===== config.mk =====
export PLATFORM = sky130hd
export DESIGN_NAME = instruction_memory
export DESIGN_NICKNAME = d
export VERILOG_FILES = /design/src/rtl/instruction_memory.sv
export SDC_FILE = /design/constraint.sdc
export NUM_CORES = 1
export LEC_CHECK = 0
export CAP_MARGIN = 25
export CORE_MARGIN = 1
export CORE_UTILIZATION = 40
export CTS_CLUSTER_SIZE = 8
export DETAILED_ROUTE_END_ITERATION = 8
export PLACE_DENSITY = 0.59
export SYNTH_ARGS = -nofsm -noshare
export SYNTH_HDL_FRONTEND = slang
export SYNTH_SLANG_ARGS = --single-unit

===== constraint.sdc =====
create_clock -name clk -period 41.6 [get_ports clk]
set_input_delay 6.24 -clock clk [delete_from_list [all_inputs] [get_ports clk]]
set_output_delay 6.24 -clock clk [all_outputs]
set_load 0.005 [all_outputs]

===== src/rtl/instruction_memory.sv =====
// rtl/instruction_memory.sv - 8-function combinational ALU with a save-enabled result register
module instruction_memory #(
  parameter int WIDTH = 8,
  parameter int OPW   = 3
) (
  input  logic             clk,
  input  logic             reset,
  input  logic [WIDTH-1:0] a,
  input  logic [WIDTH-1:0] b,
  input  logic [OPW-1:0]   opcode,
  output logic [OPW-1:0]   alu_sel,
  output logic [WIDTH-1:0] alu_out,
  output logic             carry_out,
  input  logic             save,
  output logic [WIDTH-1:0] data_out
);

  localparam logic [OPW-1:0] OP_ADD = 3'b000;
  localparam logic [OPW-1:0] OP_SUB = 3'b001;
  localparam logic [OPW-1:0] OP_AND = 3'b010;
  localparam logic [OPW-1:0] OP_OR  = 3'b011;
  localparam logic [OPW-1:0] OP_XOR = 3'b100;
  localparam logic [OPW-1:0] OP_MUL = 3'b101;
  localparam logic [OPW-1:0] OP_DIV = 3'b110;
  localparam logic [OPW-1:0] OP_CMP = 3'b111;

  logic [WIDTH:0]     w_sum;
  logic [WIDTH:0]     w_diff;
  logic [2*WIDTH-1:0] w_prod;
  logic               w_div_zero;
  logic [WIDTH-1:0]   w_divisor;
  logic [WIDTH-1:0]   w_quot;
  logic               w_eq;
  logic               w_gt;
  logic               w_lt;
  logic [WIDTH-1:0]   w_alu_out;
  logic               w_carry;
  logic [WIDTH-1:0]   r_data_out;

  assign alu_sel = opcode;

  // Widen by one bit so the top bit is the carry (add) or the borrow (sub).
  assign w_sum  = {1'b0, a} + {1'b0, b};
  assign w_diff = {1'b0, a} - {1'b0, b};
  assign w_prod = {{WIDTH{1'b0}}, a} * {{WIDTH{1'b0}}, b};

  // Divide by a forced 1 when b is zero so the divider never produces X;
  // the zero-divisor result is substituted in the mux below.
  assign w_div_zero = (b == '0);
  assign w_divisor  = w_div_zero ? WIDTH'(1) : b;
  assign w_quot     = a / w_divisor;

  assign w_eq = (a == b);
  assign w_gt = (a > b);
  assign w_lt = (a < b);

  // Function select: result and flag for the current opcode.
  always_comb begin
    w_alu_out = '0;
    w_carry   = 1'b0;
    case (opcode)
      OP_ADD: begin
        w_alu_out = w_sum[WIDTH-1:0];
        w_carry   = w_sum[WIDTH];
      end
      OP_SUB: begin
        w_alu_out = w_diff[WIDTH-1:0];
        w_carry   = w_diff[WIDTH];
      end
      OP_AND: w_alu_out = a & b;
      OP_OR:  w_alu_out = a | b;
      OP_XOR: w_alu_out = a ^ b;
      OP_MUL: begin
        w_alu_out = w_prod[WIDTH-1:0];
        w_carry   = |w_prod[2*WIDTH-1:WIDTH];
      end
      OP_DIV: begin
        w_alu_out = w_div_zero ? '1 : w_quot;
        w_carry   = w_div_zero;
      end
      OP_CMP: w_alu_out = {{(WIDTH-3){1'b0}}, w_lt, w_gt, w_eq};
      default: begin
        w_alu_out = '0;
        w_carry   = 1'b0;
      end
    endcase
  end

  assign alu_out   = w_alu_out;
  assign carry_out = w_carry;

  // Result store: reset clears it and wins over save; otherwise save captures the ALU result.
  always_ff @(posedge clk) begin
    if (!reset) begin
      r_data_out <= '0;
    end else if (save) begin
      r_data_out <= w_alu_out;
    end
  end

  assign data_out = r_data_out;

endmodule


==> Yosys cells after proc, flatten, opt, wreduce, memory -nomap -nowiden <==
Cells that the tools add are included.
{ "classes": {"addsub": 2, "mul": 1, "div_mod_pow": 1, "n_lt_le_gt_ge": 2, "n_eq_ne": 8, "n_shift": 0, "muxes": 4, "bitwise_logic": 3, "reduce_logical": 3} }
{ "ops": {"columns": ["op", "n"], "rows": [
  ["$pmux W8 S8", 1],
  ["$mul A8 B8 Y16", 1],
  ["$mux W8", 2],
  ["$eq A3 B3 Y1 const B", 4],
  ["$add A8 B8 Y9", 1],
  ["$sub A8 B8 Y9", 1],
  ["$and A8 B8 Y8", 1],
  ["$div A8 B8 Y8", 1],
  ["$eq A8 B8 Y1", 1],
  ["$gt A8 B8 Y1", 1],
  ["$logic_not A8 Y1", 1],
  ["$lt A8 B8 Y1", 1],
  ["$or A8 B8 Y8", 1],
  ["$reduce_or A8 Y1", 1],
  ["$xor A8 B8 Y8", 1],
  ["$eq A3 B2 Y1 const B", 2],
  ["$pmux W1 S4", 1],
  ["$eq A3 B1 Y1 const B", 1],
  ["$logic_not A3 Y1", 1]
]} }
{ "word_totals": {"ff_bits": 8, "latchBits": 0, "mem_bits_rw": 0, "romBits": 0, "inputBits": 22, "output_inout_bits": 20, "mem_count": 0} }

==> Longest topological paths before layout <==
Gate-level depths: netlist of the first run.
{ "depth": {"depth_word": 5, "depth_mapped": 49} }

==> Least setup slack after synthesis of the first run <==
Ideal clock, no wire load.
{ "synth_timing": {"path_type": "input to output", "startpoint": "in b[6]", "endpoint": "out alu_out[0]", "arrival_time_ps": 16750, "t_required_ps": 35360, "path_slack_ps": 18610, "stages": 45, "n_path_buf": 3, "cell_sequence": "buf_6 -> nor4_1 -> buf_2 -> a21oi_1 -> ha_1 -> or4b_2 -> o211ai_1 -> a22oi_1 -> ha_1 -> o211ai_1 -> a211o_2 -> o211a_1 -> or2_2 -> ha_1 -> a21o_1 -> o21a_1 -> o21ai_0 -> o21ai_0 -> [... 9 more ...] -> o211ai_1 -> o31ai_1 -> and2_1 -> xnor2_1 -> ha_1 -> nand2_1 -> a211oi_1 -> o21ai_0 -> o211ai_1 -> o211a_1 -> clkbuf_1 -> mux2_2 -> ha_1 -> a21o_1 -> a21oi_1 -> o22ai_1 -> nor3_1 -> a21oi_1"} }
{ "synth_between": {"elab_chain_len": 5, "word_cells_on_any_way": 6, "classes_between": "1 x div; 1 x eq/ne; 3 x mux; 1 x reduce/logical"} }
{ "synth_lines": {"columns": ["element", "line_no", "rtl"], "rows": [
  ["start: declaration", "9", "input logic [WIDTH-1:0] b,"],
  ["$logic_not A8 Y1", "49", "assign w_div_zero = (b == '0);"],
  ["$mux W8", "50", "assign w_divisor = w_div_zero ? WIDTH'(1) : b;"],
  ["$div A8 B8 Y8", "51", "assign w_quot = a / w_divisor;"],
  ["$mux W8", "78", "w_alu_out = w_div_zero ? '1 : w_quot;"],
  ["$pmux W8 S8 *", "61", "case (opcode)"],
  ["end: declaration", "12", "output logic [WIDTH-1:0] alu_out,"]
]} }
Mark *: on every way between the ends. The rest lies on a longest branch, timed or not.

==> Worst setup path in the final report of the first run <==
{ "layout_timing": {"startpoint": "in b[3]", "endpoint": "out alu_out[0]"} }
Same word-level chain as after synthesis.

==> impl_metrics.toml, run 1 <==
[placement]
place.gp.congestion = 0.942
place_ws_ns = 16.28
hpwl_um = 13000
place.port_buffers = 41

[clock_tree]
cts_resized = 0
clk_pin_slew_ns = 0.04
cts_sinks = 8
htreeDepth = 1
cts_buffers = 3
cts_tree = "done"
cts_max_path_buffers = 2
clk_latency_ns = 0.23
cts_hold_buf = 0
cts_setup_buffers = 0
cts_root_buffer = "clkbuf_16"

[detailed_routing]
via_count = 5078
drt-total-wl_um = 15700
postRouteAntennaNets = 0
drc = 0
vias_per_cell = 5.78
drtIter0Drc = 372
first_pass_iters = 5
wl_per_cell_um = 17.8

[power_and_ir_drop]
p_leak_nw = 2.76
powerDensity_mw_per_mm2 = 27.3
peakVddDrop_uv = 13.3

[global_route]
grt_overflow = 0
grt_pass1_vias = 4954
grt_antenna_before_repair = 0
grt_max_degree = 31
grt_pass1_wl_um = 25100
grt_usage_pct = 24.0

[sta]
skew_ns = 0
period_share_pct = 61.2
rsz0062_at_grt = "no"
hold_viol = 0
fmax_ghz = 0.0393
worstMarginPinSlew_ns = 0.850
fin_ws_ns = 16.15
drv_slew = 0
setup_viol = 0
period_needed_ns = 25.45
final.setup.tns_ns = 0
max_slew_margin_pct = 43.3

[critical_path]
crit_fanout = 9
worstSetupPathType = "in2out"
max_stage_delay_ns = 0.69
required_ns = 35.36
crit_top_cell = "ha_1"
slowest_stage = "or4b_2"
arrival_ns = 19.21
worst_setup_path_start_kind = "input port"
crit_path_end_kind = "output pin"

[die]
die_x_um = 116
die_area_sq_mm = 0.0135
initial_core_util_pct = 41.1
die_h_um = 116
io_pins = 42
core_sq_mm = 0.0127
num_rows = 41

[logic_synthesis]
synth_most_common_cell = "ha_1"
synth_area_per_cell_sq_um = 7.59
yosysSeqAreaShare_pct = 3.08
synth_seq_cells = 8
syn-num-nets = 839
yosys.area.top_type = "ha_1"
synthCells = 686
yosysWarnings = 0
synth.cell_area_sq_mm = 0.00520
synth.distinct_cells = 73
synth_edf_count = 0
synth-async-reset-ratio_pct = 0
ys_top_cells_by_count = "ha_1, inv_1, nor2_1"
netlist.area_leader.share_pct = 22.4
synth_ff_type = "dfxtp_1"
synth_area_leaders = "ha_1, fa_1, inv_1, nor2_1, a21oi_1"

[finish]
multi_input_area_sq_mm = 0.00456
num-fill-cells = 1279
antenna_cells = 0
nets = 862
finish.utilization_pct = 45.7
layout-drive-gt1-share_pct = 5.23
syn_to_final_growth_pct = 11.4
largest_register_ffs = 8
ff_latch_area_sq_um = 160

[run]
maxCapViolations = 0

[outcome]
status = "finished clean"

[min_path]
holdCritPathClass = "reg2reg"
-- stage by stage --
stage | instance area, sq um | hold slack [ns] | instances | power (mW)
after floorplan | 5200 | 0.464 | 686 | 0.106
after global placement | 5720 | 0.465 | 876 | 0.138
after detailed placement | 5720 | 0.470 | 876 | 0.141
after CTS | 5800 | 0.475 | 879 | 0.158
after global routing | 5800 | 0.503 | 879 | 0.175
final | 5800 | 0.469 | 879 | 0.158
-- area by class of cell --
| class | count | area share, % |
|---|---|---|
| clock buffers | 3 | 1.30 |
| inverters | 95 | 6.15 |
| multi-input cells | 558 | 78.7 |
| flip-flops and latches | 8 | 2.76 |
| well taps | 172 | 3.71 |
| repair buffers | 43 | 7.34 |
-- where the power goes --
part,switching [mW],internal (mW)
logic,0.0770,0.0569
clock network,0.00346,0.0124
registers,0.000337,0.00848
-- final timing paths --
path                                   from          end  slack, ns  cells past startpoint
worst min-delay path            data_out[6]  data_out[6]       0.47                      2
worst max register to register  data_out[5]  data_out[5]      40.81                      2
worst max-delay path                   b[3]   alu_out[0]      16.15                     44
worst min register to register  data_out[6]  data_out[6]       0.47                      2
-- worst max-delay path, delay by kind of cell --
kind / cells / cell delay (ns)
simple gates: 7 / 2.02
fa+ha+maj: 7 / 2.46
xor+xnor: 1 / 0.08
buf+inv: 2 / 1.20
mux: 2 / 0.81
compound gates: 25 / 6.39
-- cells by family (layout without fill, tap and decap cells) --
logic type | count (synthesis) | in the layout | synth area share (%)
AOI/OAI and AO/OA | 172 | 172 | 22.9
DFF | 8 | 8 | 3.08
buffers and inverters | 120 | 141 | 9.23
and+or+nand+nor | 211 | 211 | 19.2
xor gates and xnor gates | 22 | 22 | 3.70
adders and majority gates | 131 | 131 | 37.0
muxes | 22 | 22 | 4.86
-- metal layers --
metal / vias to the layer above / track usage [%] / part of all wire [%]
li1: 2458 / - / -
met1: 2400 / 32.7 / 46
met2: 184 / 39.3 / 45
met3: 36 / 2.30 / 5.5
met4: 0 / 8.89 / 3.2
met5: - / 0 / 0
-- layout by cell type, fill, tap and decap left out, drive strengths merged, types with 10 or more instances in the layout --
cell           synthesis  layout
mux2                  17      17
a211oi                11      11
a21oi                 41      41
nand2                 37      37
nor3                  25      25
nand3                 15      15
xnor2                 16      16
o21a                  10      10
o21ai                 31      31
a21o                  11      11
inv                   94      94
clkdlybuf4s50          0      41
fa                    38      38
nor2                  84      84
ha                    93      93
Note: power is estimated with default switching activity, not from simulation.
==> run 2, diff against run 1 <==
--- a/config.mk
+++ b/config.mk
@@ -10,7 +10,7 @@
 export CORE_UTILIZATION = 40
 export CTS_CLUSTER_SIZE = 8
 export DETAILED_ROUTE_END_ITERATION = 8
-export PLACE_DENSITY = 0.59
+export PLACE_DENSITY = 0.62
 export SYNTH_ARGS = -nofsm -noshare
 export SYNTH_HDL_FRONTEND = slang
 export SYNTH_SLANG_ARGS = --single-unit
==> constraint.sdc (replaced) <==
create_clock -name clk -period 22.8 [get_ports clk]
set_input_delay 3.42 -clock clk [delete_from_list [all_inputs] [get_ports clk]]
set_output_delay 3.42 -clock clk [all_outputs]
set_load 0.005 [all_outputs]
==> run 2 against run 1 <==
Against the previous run: clock power rose by 82%; sequential power is 83% higher; setup slack got worse by 13 ns; critical path depth is the same; combinational power increased by 81%; register-to-register slack lost 19 ns; global-route usage shrank 0.27 points; first-iteration DRC count grew 0.81%; via count increased by 1.2%.
==> impl_metrics.toml, run 2 (synthesis results as in run 1) <==
[global_route]
grt_overflow = 0
grt_pass1_wl_um = 25000
grt_pass1_vias = 4937
grt_max_degree = 31
grt_antenna_before_repair = 0
grt_usage_pct = 23.7

[sta]
max_slew_margin_pct = 40.8
period_needed_ns = 19.95
drv_slew = 0
fin_ws_ns = 2.85
skew_ns = 0
final.setup.tns_ns = 0
period_share_pct = 87.5
setup_viol = 0
hold_viol = 0
worstMarginPinSlew_ns = 0.865
fmax_ghz = 0.0501
rsz0062_at_grt = "no"

[outcome]
status = "finished clean"

[critical_path]
worst_setup_path_start_kind = "input port"
worstSetupPathType = "in2out"
crit_path_end_kind = "output pin"
required_ns = 19.38
worstRegToRegCells = 2
cp_num_cells = 44
crit_fanout = 9
cp-endpoint = "alu_out[0]"
arrival_ns = 16.53
startpoint = "b[3]"
crit_buf_inv = 2
r2r_start = "data_out[5]"
cpLargestDelayFamily = "compound AO/OA/AOI/OAI gates"
crit_top_cell = "ha_1"
slowest_stage = "or4b_2"
r2r_slack_ns = 22.02
worstReg2RegEnd = "data_out[5]"
max_stage_delay_ns = 0.67

[finish]
antenna_cells = 0
layout_commonest_cell = "ha_1"
finish.utilization_pct = 45.7
most-common-layout-cells = "ha_1, inv_1, nor2_1, a21oi_1, clkdlybuf4s50_1"
layout-drive-gt1-share_pct = 5.23
nets = 862
largest_register_ffs = 8
syn_to_final_growth_pct = 11.4

[power_and_ir_drop]
pwr-share-seq_pct = 5.6
powerDensity_mw_per_mm2 = 49.5
pwr-share-clk_pct = 10.0
p_leak_nw = 2.76
peakVddDrop_uv = 27.0
power_frac_comb_pct = 84.4
switching_share_pct = 50.7
p_sw_mw = 0.145
power.internal_mw = 0.141

[detailed_routing]
drtIter0Drc = 375
drc = 0
drt-total-wl_um = 15700
via_count = 5140
postRouteAntennaNets = 0
first_pass_iters = 6
wl_per_cell_um = 17.9
vias_per_cell = 5.85

[clock_tree]
cts_sinks = 8
cts_setup_buffers = 0
cts_max_path_buffers = 2
cts_root_buffer = "clkbuf_16"
cts_tree = "done"
clk_pin_slew_ns = 0.03
cts_hold_buf = 0
cts_resized = 0
htreeDepth = 1
clk_latency_ns = 0.23
cts_buffers = 3

[min_path]
whs_path_depth = 2
holdCritPathClass = "reg2reg"

[die]
core_sq_mm = 0.0127
die_h_um = 116
die_area_sq_mm = 0.0135
initial_core_util_pct = 41.1
num_rows = 41
die_x_um = 116
io_pins = 42

[placement]
place.port_buffers = 41
hpwl_um = 12800
place.gp.congestion = 0.936
place_ws_ns = 3.01

[run]
maxCapViolations = 0
[run 2: cell counts in the layout (fill, tap and decap cells not counted)]
No cell type changed its count.
[run 2: worst reg2reg max path: stages, from the launching register on]
cell and delay, ns:
dfxtp_1 0.30, or2_2 0.26, o211a_1 0.12
[run 2: worst min-delay path by stage]
stage | startpoint | to
after floorplan | data_out[6] | data_out[6]
after global placement | data_out[6] | data_out[6]
after detailed placement | data_out[2] | data_out[2]
after CTS | data_out[3] | data_out[3]
after global routing | data_out[6] | data_out[6]
final | data_out[6] | data_out[6]
[run 2: per-layer routing]
metal | up-vias | track usage [%] | wire length (um)
li1 | 2457 | - | -
met1 | 2452 | 31.5 | 6990
met2 | 198 | 41.0 | 7440
met3 | 33 | 2.09 | 893
met4 | 0 | 6.58 | 371
met5 | - | 0 | 0
[run 2: power groups by stage]
stage | logic, mW | clock network, mW | registers (mW)
4_1_cts | 0.240 | 0.0294 | 0.0161
5_1_grt | 0.271 | 0.0306 | 0.0162
6_report | 0.242 | 0.0287 | 0.0161
3_5_place_dp | 0.238 | 0 | 0.0163
3_3_place_gp | 0.234 | 0 | 0.0162
2_1_floorplan | 0.177 | 0 | 0.0164
[run 2: through the flow]
step / hold WS, ns / power, mW / area [sq um] / std cells
final: 0.472 / 0.287 / 5800 / 879
after global routing: 0.495 / 0.318 / 5800 / 879
after CTS: 0.479 / 0.286 / 5800 / 879
after detailed placement: 0.471 / 0.254 / 5720 / 876
after global placement: 0.462 / 0.250 / 5720 / 876
after floorplan: 0.464 / 0.194 / 5200 / 686
[run 2: layout make-up]
type	count	area (sq um)
timing repair buffer	43	425
sequential	8	160
clock buffer	3	75.1
tap	172	215
inverter	95	357
multi-input combinational	558	4560
fill	1333	6880
==> run 3, diff against run 2 <==
--- a/config.mk
+++ b/config.mk
@@ -8,9 +8,12 @@
 export CAP_MARGIN = 25
 export CORE_MARGIN = 1
 export CORE_UTILIZATION = 40
+export CTS_BUF_LIST = sky130_fd_sc_hd__clkbuf_4 sky130_fd_sc_hd__clkbuf_8
 export CTS_CLUSTER_SIZE = 8
 export DETAILED_ROUTE_END_ITERATION = 8
-export PLACE_DENSITY = 0.62
+export DONT_BUFFER_PORTS = 1
+export PLACE_DENSITY = 0.57
+export SLEW_MARGIN = 15
 export SYNTH_ARGS = -nofsm -noshare
 export SYNTH_HDL_FRONTEND = slang
 export SYNTH_SLANG_ARGS = --single-unit
==> run 3 against run 2 <==
Against the previous run: sequential power grew 2%; first-iteration DRC count up 3.2%; routed wire length unchanged; design area shrank 7.7%; critical path type unchanged; critical endpoint unchanged.
==> impl_metrics.toml, run 3 (synthesis results as in run 1) <==
[clock_tree]
clk_pin_slew_ns = 0.04
cts_buffers = 3
cts_sinks = 8
cts_root_buffer = "clkbuf_8"
cts_max_path_buffers = 2
cts_setup_buffers = 0
cts_tree = "done"
cts_resized = 0
clk_latency_ns = 0.23
htreeDepth = 1
cts_hold_buf = 0

[global_route]
grt_usage_pct = 24.1
grt_overflow = 0
grt_pass1_wl_um = 25100
grt_antenna_before_repair = 0
grt_max_degree = 31
grt_pass1_vias = 4896

[critical_path]
crit_fanout = 9
crit_path_end_kind = "output pin"
worstSetupPathType = "in2out"
max_stage_delay_ns = 0.66
worst_setup_path_start_kind = "input port"
required_ns = 19.38
slowest_stage = "or4b_2"
arrival_ns = 15.32
crit_top_cell = "ha_1"

[finish]
layout-drive-gt1-share_pct = 5.56
finish.utilization_pct = 42.2
largest_register_ffs = 8
nets = 820
num-fill-cells = 1303
most-common-layout-cells = "ha_1, inv_1, nor2_1, a21oi_1, fa_1"
layout_commonest_cell = "ha_1"
multi_input_area_sq_mm = 0.00457
syn_to_final_growth_pct = 2.81
ff_latch_area_sq_um = 160
antenna_cells = 0

[detailed_routing]
drt-total-wl_um = 15700
via_count = 4995
drtIter0Drc = 387
first_pass_iters = 6
postRouteAntennaNets = 0
vias_per_cell = 5.97
drc = 0
wl_per_cell_um = 18.8

[run]
maxCapViolations = 0

[placement]
place.gp.congestion = 0.946
place_ws_ns = 3.62
hpwl_um = 12700
place.port_buffers = 0

[sta]
fin_ws_ns = 4.06
period_share_pct = 82.2
worstMarginPinSlew_ns = 0.900
drv_slew = 0
period_needed_ns = 18.74
fmax_ghz = 0.0534
rsz0062_at_grt = "no"
setup_viol = 0
hold_ws_ns = 0.492
hold_viol = 0
skew_ns = 0
max_slew_margin_pct = 40.0
final.setup.tns_ns = 0

[die]
io_pins = 42
die_x_um = 116
num_rows = 41
initial_core_util_pct = 41.1
die_h_um = 116
die_area_sq_mm = 0.0135
core_sq_mm = 0.0127

[power_and_ir_drop]
power_frac_comb_pct = 87.0
powerDensity_mw_per_mm2 = 48.0
pwr-share-seq_pct = 6.4
switching_share_pct = 53.2
peakVddDrop_uv = 24.1
p_leak_nw = 2.58
pwr-share-clk_pct = 6.6
p_sw_mw = 0.137
power.internal_mw = 0.120

[min_path]
holdCritPathClass = "reg2reg"

[outcome]
status = "finished clean"
==> run 3: cell types whose count changed in the layout (fill, tap and decap cells not counted), moves of 2 or more <==
cell and change:
clkdlybuf4s50_1 -41, clkbuf_16 -3, clkbuf_8 +3, buf_4 -2
==> run 3: final timing paths <==
path / startpoint / slack (ns) / endpoint / depth (start not counted)
hold / removal: data_out[6] / 0.49 / data_out[6] / 2
setup reg to reg: data_out[5] / 21.98 / data_out[5] / 2
setup / recovery: b[5] / 4.06 / alu_out[0] / 43
hold reg to reg: data_out[6] / 0.49 / data_out[6] / 2
==> run 3: power by group through the flow <==
stage / registers (mW) / logic [mW] / clock network, mW
6_report: 0.0165 / 0.223 / 0.0170
2_1_floorplan: 0.0164 / 0.177 / 0
4_1_cts: 0.0165 / 0.223 / 0.0176
3_3_place_gp: 0.0166 / 0.216 / 0
5_1_grt: 0.0168 / 0.254 / 0.0181
3_5_place_dp: 0.0167 / 0.221 / 0
==> run 3: area by class of cell <==
| class | count | area share [%] |
|---|---|---|
| Inverter | 95 | 6.67 |
| Timing Repair Buffer | 1 | 0.140 |
| Clock buffer | 3 | 0.772 |
| Tap cell | 172 | 4.02 |
| Multi-Input combinational cell | 558 | 85.4 |
| Sequential cell | 8 | 2.99 |
==> run 3: per-layer routing <==
| metal | part of all wire, % | up-vias | wire length [um] | global-route usage [%] |
|---|---|---|---|---|
| li1 | - | 2371 | - | - |
| met1 | 46 | 2434 | 7280 | 33.3 |
| met2 | 46 | 166 | 7190 | 39.8 |
| met3 | 6.1 | 24 | 956 | 2.46 |
| met4 | 1.8 | 0 | 278 | 6.75 |
| met5 | 0 | - | 0 | 0 |
==> run 3: critical path, delay by kind of cell <==
kind / cells / cell delay (ns)
AO/OA/AOI/OAI: 25 / 6.31
XOR/XNOR: 1 / 0.09
adder cells (fa/ha/maj): 7 / 2.53
buffers and inverters: 1 / 0.30
multiplexers: 2 / 0.81
AND/OR/NAND/NOR: 7 / 1.87
==> run 3: through the flow <==
step	cells	instance area, sq um	power, mW
after floorplan	686	5200	0.194
after global placement	833	5300	0.233
after detailed placement	833	5300	0.237
after CTS	836	5340	0.257
after global routing	837	5350	0.289
final	837	5350	0.257
==> variant 1: new RTL, flow settings as in run 3 <==
Set the parameter `OPW` to 5 (it was 3).
--- a/src/rtl/instruction_memory.sv
+++ b/src/rtl/instruction_memory.sv
@@ -3,3 +3,3 @@
   parameter int WIDTH = 8,
-  parameter int OPW   = 3
+  parameter int OPW   = 5
 ) (
Interface: changed (resized alu_sel and opcode); port bits go from 42 to 46. No check against the original RTL was run, so the function may have changed too.
==> variant 1 against run 3 <==
- sequential cell count unchanged
- routed wire length increased by 11%
- fmax increased by 0.61%
- total power increased by 1.6%
- synthesized area increased by 3.0%
- final area increased by 2.6%
- setup slack improved by 0.11 ns
- core utilization increased by 0.60 points
- register-to-register slack improved by 0.14 ns
- combinational power increased by 3%
- via count increased by 6.4%
- critical path depth increased by 4
- critical endpoint unchanged
- largest power group unchanged
- highest routed layer unchanged
==> variant 1: results (changes against run 3) <==
routed len/inst=20.2 µm (+7.7%); Leak=2.59 nW (+0.13%); Syn Nets=870 (+3.7%); metal2 WL=7690 µm (+7.0%); dpl cells=863 (+3.6%); Worst path slowest cell=or4_1; Final HPWL DP=14300 µm (+12%); WL final=17500 µm (+11%); M1 WL=8160 µm (+12%); top cells by count, synth=ha_1, inv_1, nor2_1, nand2_1, fa_1; top area cells in the synthesized netlist=ha_1, fa_1, inv_1, nor2_1, nand2_1; run status=complete, no violations; pin count of the biggest net entering global routing=17 (-45%); Layout fillers=1354 (+3.9%); Final #Nets=851 (+3.8%); met2 Use GR=38.9% (-0.94 points); initial drt markers=519 (+34%); met3 global-route usage=4.02% (+1.6 points); sequential-to-total area share from yosys stat=2.99% (-0.088 points); Data arrival, critical path=15.21 ns (-0.11 ns); total track usage=25.0% (+0.86 points); pre-CTS setup slack=4.39 ns (+0.766 ns); Synth Instances=715 (+4.2%); GR Util met1=35.7% (+2.4 points); CP Max Fanout=13 (+4); vias in the first global route=5024 (+2.6%); uppermost layer routed=met4; worst-margin pin slew=0.731 ns (-0.169 ns); DR pass1 iterations=5 (-1); slowest cell delay on critical path=0.60 ns (-0.06 ns); share of cells above drive strength 1=3.75% (-1.8 points); Final GP Congestion=0.975 (+3.0%); met3 wire len=1330 µm (+39%); Worst Hold Class=reg2reg
==> variant 1: cell count changes in the layout (fill, tap and decap cells not counted), moves of 6 or more <==
cell	run 3	this run
a31oi_1	4	16
or3_1	1	9
mux2_2	14	5
o21bai_1	2	8
nand2_1	37	53
a21oi_1	41	34
o21ai_0	30	36
==> variant 1: logic make-up after synthesis <==
group,Yosys count,synth area share (%)
compound gates,189,24.4
xor+xnor,23,3.76
fa+ha+maj,131,35.9
buf+inv,119,8.94
flops,8,2.99
mux,13,2.78
simple gates,232,21.2
==> variant 1: worst max-delay path: cells and delay by family <==
family                   cells  cell delay (ns)
AND/OR/NAND/NOR             12             2.70
buffers and inverters        5             0.52
AO/OA/AOI/OAI               22             5.91
multiplexers                 1             0.41
adder cells (fa/ha/maj)      7             2.24
==> variant 1: layout make-up <==
type	instances	area (µm²)	area share, %
clock buffer	3	41.3	0.752
multi-input combinational	588	4720	85.9
tap	172	215	3.92
sequential	8	160	2.92
inverter	95	357	6.49
==> variant 1: power by group <==
part / switching, mW / leakage [nW] / internal, mW / total, mW
combinational: 0.134 / 2.50 / 0.0945 / 0.229
clock: 0.00537 / 0.0216 / 0.0114 / 0.0168
sequential: 0.000633 / 0.0661 / 0.0150 / 0.0157
==> variant 1: worst paths after layout <==
check	slack [ns]	startpoint	end	depth (start not counted)
min reg2reg	0.55	data_out[1]$_SDFFE_PN0P_	data_out[1]$_SDFFE_PN0P_	2
min	0.55	data_out[1]$_SDFFE_PN0P_	data_out[1]$_SDFFE_PN0P_	2
max	4.17	b[4]	alu_out[0]	47
max reg2reg	22.12	data_out[2]$_SDFFE_PN0P_	data_out[2]$_SDFFE_PN0P_	1
==> variant 2: new RTL, config.mk and constraints of run 3 <==
Made on the original files. Reset style: asynchronous (`reset`), changed in one clocked block.
--- a/src/rtl/instruction_memory.sv
+++ b/src/rtl/instruction_memory.sv
@@ -92,3 +92,3 @@
   // Result store: reset clears it and wins over save; otherwise save captures the ALU result.
-  always_ff @(posedge clk) begin
+  always_ff @(posedge clk or negedge reset) begin
     if (!reset) begin
Behaviour: differs if reset is asserted again (counterexample within 4 cycles, from zero or initial values and one cycle with reset low); with reset held inactive, the same outputs for 10 cycles.
==> variant 2 against run 3 <==
- largest cell class unchanged
- total power up 11%
- synthesized cell count shrank 2.0%
- setup slack improved by 0.89 ns
- first-iteration DRC count decreased by 1.0%
- routed wire length rose by 2.4%
- synthesized area up 0.67%
- sequential power up 19%
- final area up 0.65%
- sequential cell count unchanged
- clock power decreased by 3%
- via count fell by 2.0%
- global-route usage up 0.43 points
- largest power group unchanged
==> variant 2: results (changes against run 3) <==
Final HPWL DP=13000 µm (+2.8%); vias in the first global route=4742 (-3.1%); routed len/inst=19.5 µm (+4.1%); combinational power=0.248 mW (+11%); Yosys cell types=72 (-1.4%); fin cells=823 (-1.7%); Syn Nets=825 (-1.7%); initial drt markers=383 (-1.0%); relative slew slack=43.3% (+3.3 points); DR pass1 iterations=5 (-1); async set or reset register ratio after synthesis=100% (+100 points); total track usage=24.6% (+0.43 points); top cells by count, synth=ha_1, inv_1, nor2_1; Post-Synth Adder-Cell Area=36.7% (-0.25 points); first-pass GRT wire length=25500 µm (+1.4%); Synth Instances=672 (-2.0%); share of cells above drive strength 1=5.84% (+0.27 points); pre-CTS setup slack=5.06 ns (+1.44 ns); Reg2Reg Launch Point=data_out[6]$_DFFE_PN0P_; sequential-to-total area share from yosys stat=3.82% (+0.74 points); Synth Area in Compound Gates=23.3% (+0.32 points); CTS clk-pin slew, worst paths=0.04 ns (about the same); Final #Nets=806 (-1.7%); Worst R2R Setup Slack=22.02 ns (+0.04 ns); XOR/XNOR Fraction of Synth Area=4.51% (+0.81 points); R2R depth=1 (-1); top area cells in the synthesized netlist=ha_1, fa_1, inv_1, nor2_1, mux2_2; Final WS setup=4.94 ns (+0.885 ns); Data arrival, critical path=14.44 ns (-0.88 ns); vias per cell=5.95 (-0.29%); CP Max Fanout=10 (+1); worst r2r dst=data_out[6]$_DFFE_PN0P_; Leak=2.53 nW (-2.1%); sequential power share=6.9% (+0.5 points); Worst Min Path Start=data_out[0]$_DFFE_PN0P_; initial antenna violation count=0 (unchanged); Worst VDD drop=61.8 µV (+160%); hold endpoint=data_out[0]$_DFFE_PN0P_; run status=complete, no violations; Hold Path Depth=1 (-1); Layout fillers=1316 (+1.0%); post-synthesis mux area share=6.16% (+1.3 points)
variant 2: changes by cell type after synthesis, moves of 4 or more:
cell and change:
dfrtp_1 +8, a221o_1 -4, mux2_2 +6, nor3_1 -8
nand3_1 -6, dfxtp_1 -8, inv_1 -8, a31oi_1 +5
o31ai_1 -7, nor2_1 -7, o211a_1 -4
variant 2: cells by family (layout without fill, tap and decap cells):
group	count (synthesis)	after routing
and+or+nand+nor	189	189
xor gates and xnor gates	27	27
AOI/OAI and AO/OA	178	178
muxes	27	27
buffers and inverters	112	91
adders and majority gates	131	131
DFF	8	8
variant 2: metrics by stage:
step                power [mW]  hold WS (ns)  area, µm²
floorplan                0.214         0.505       5240
global route             0.318         0.552       5390
CTS                      0.282         0.534       5390
finish                   0.284         0.530       5390
global placement         0.259         0.525       5340
detailed placement       0.264         0.526       5340
variant 2: how the worst max path moves through the flow:
stage,startpoint,endpoint,cells after the start
6_report,b[2],alu_out[0],41
5_1_grt,b[2],alu_out[0],42
4_1_cts,b[2],alu_out[0],42
3_5_place_dp,b[2],alu_out[0],42
3_3_place_gp,b[2],alu_out[0],42
2_1_floorplan,b[1],alu_out[0],43
variant 2: layout make-up:
class | count | area share, %
Multi-Input combinational cell | 552 | 85.4
Inverter | 88 | 6.13
Tap cell | 172 | 4.00
Sequential cell | 8 | 3.72
Clock buffer | 3 | 0.767
variant 2: per-layer routing:
| layer | up-vias | global-route usage (%) | share of wire, % | routed length (µm) |
|---|---|---|---|---|
| li1 | 2329 | - | - | - |
| met1 | 2401 | 33.8 | 45 | 7230 |
| met2 | 152 | 42.6 | 49 | 7850 |
| met3 | 15 | 2.54 | 5.0 | 807 |
| met4 | 0 | 2.65 | 1.1 | 178 |
| met5 | - | 0 | 0 | 0 |
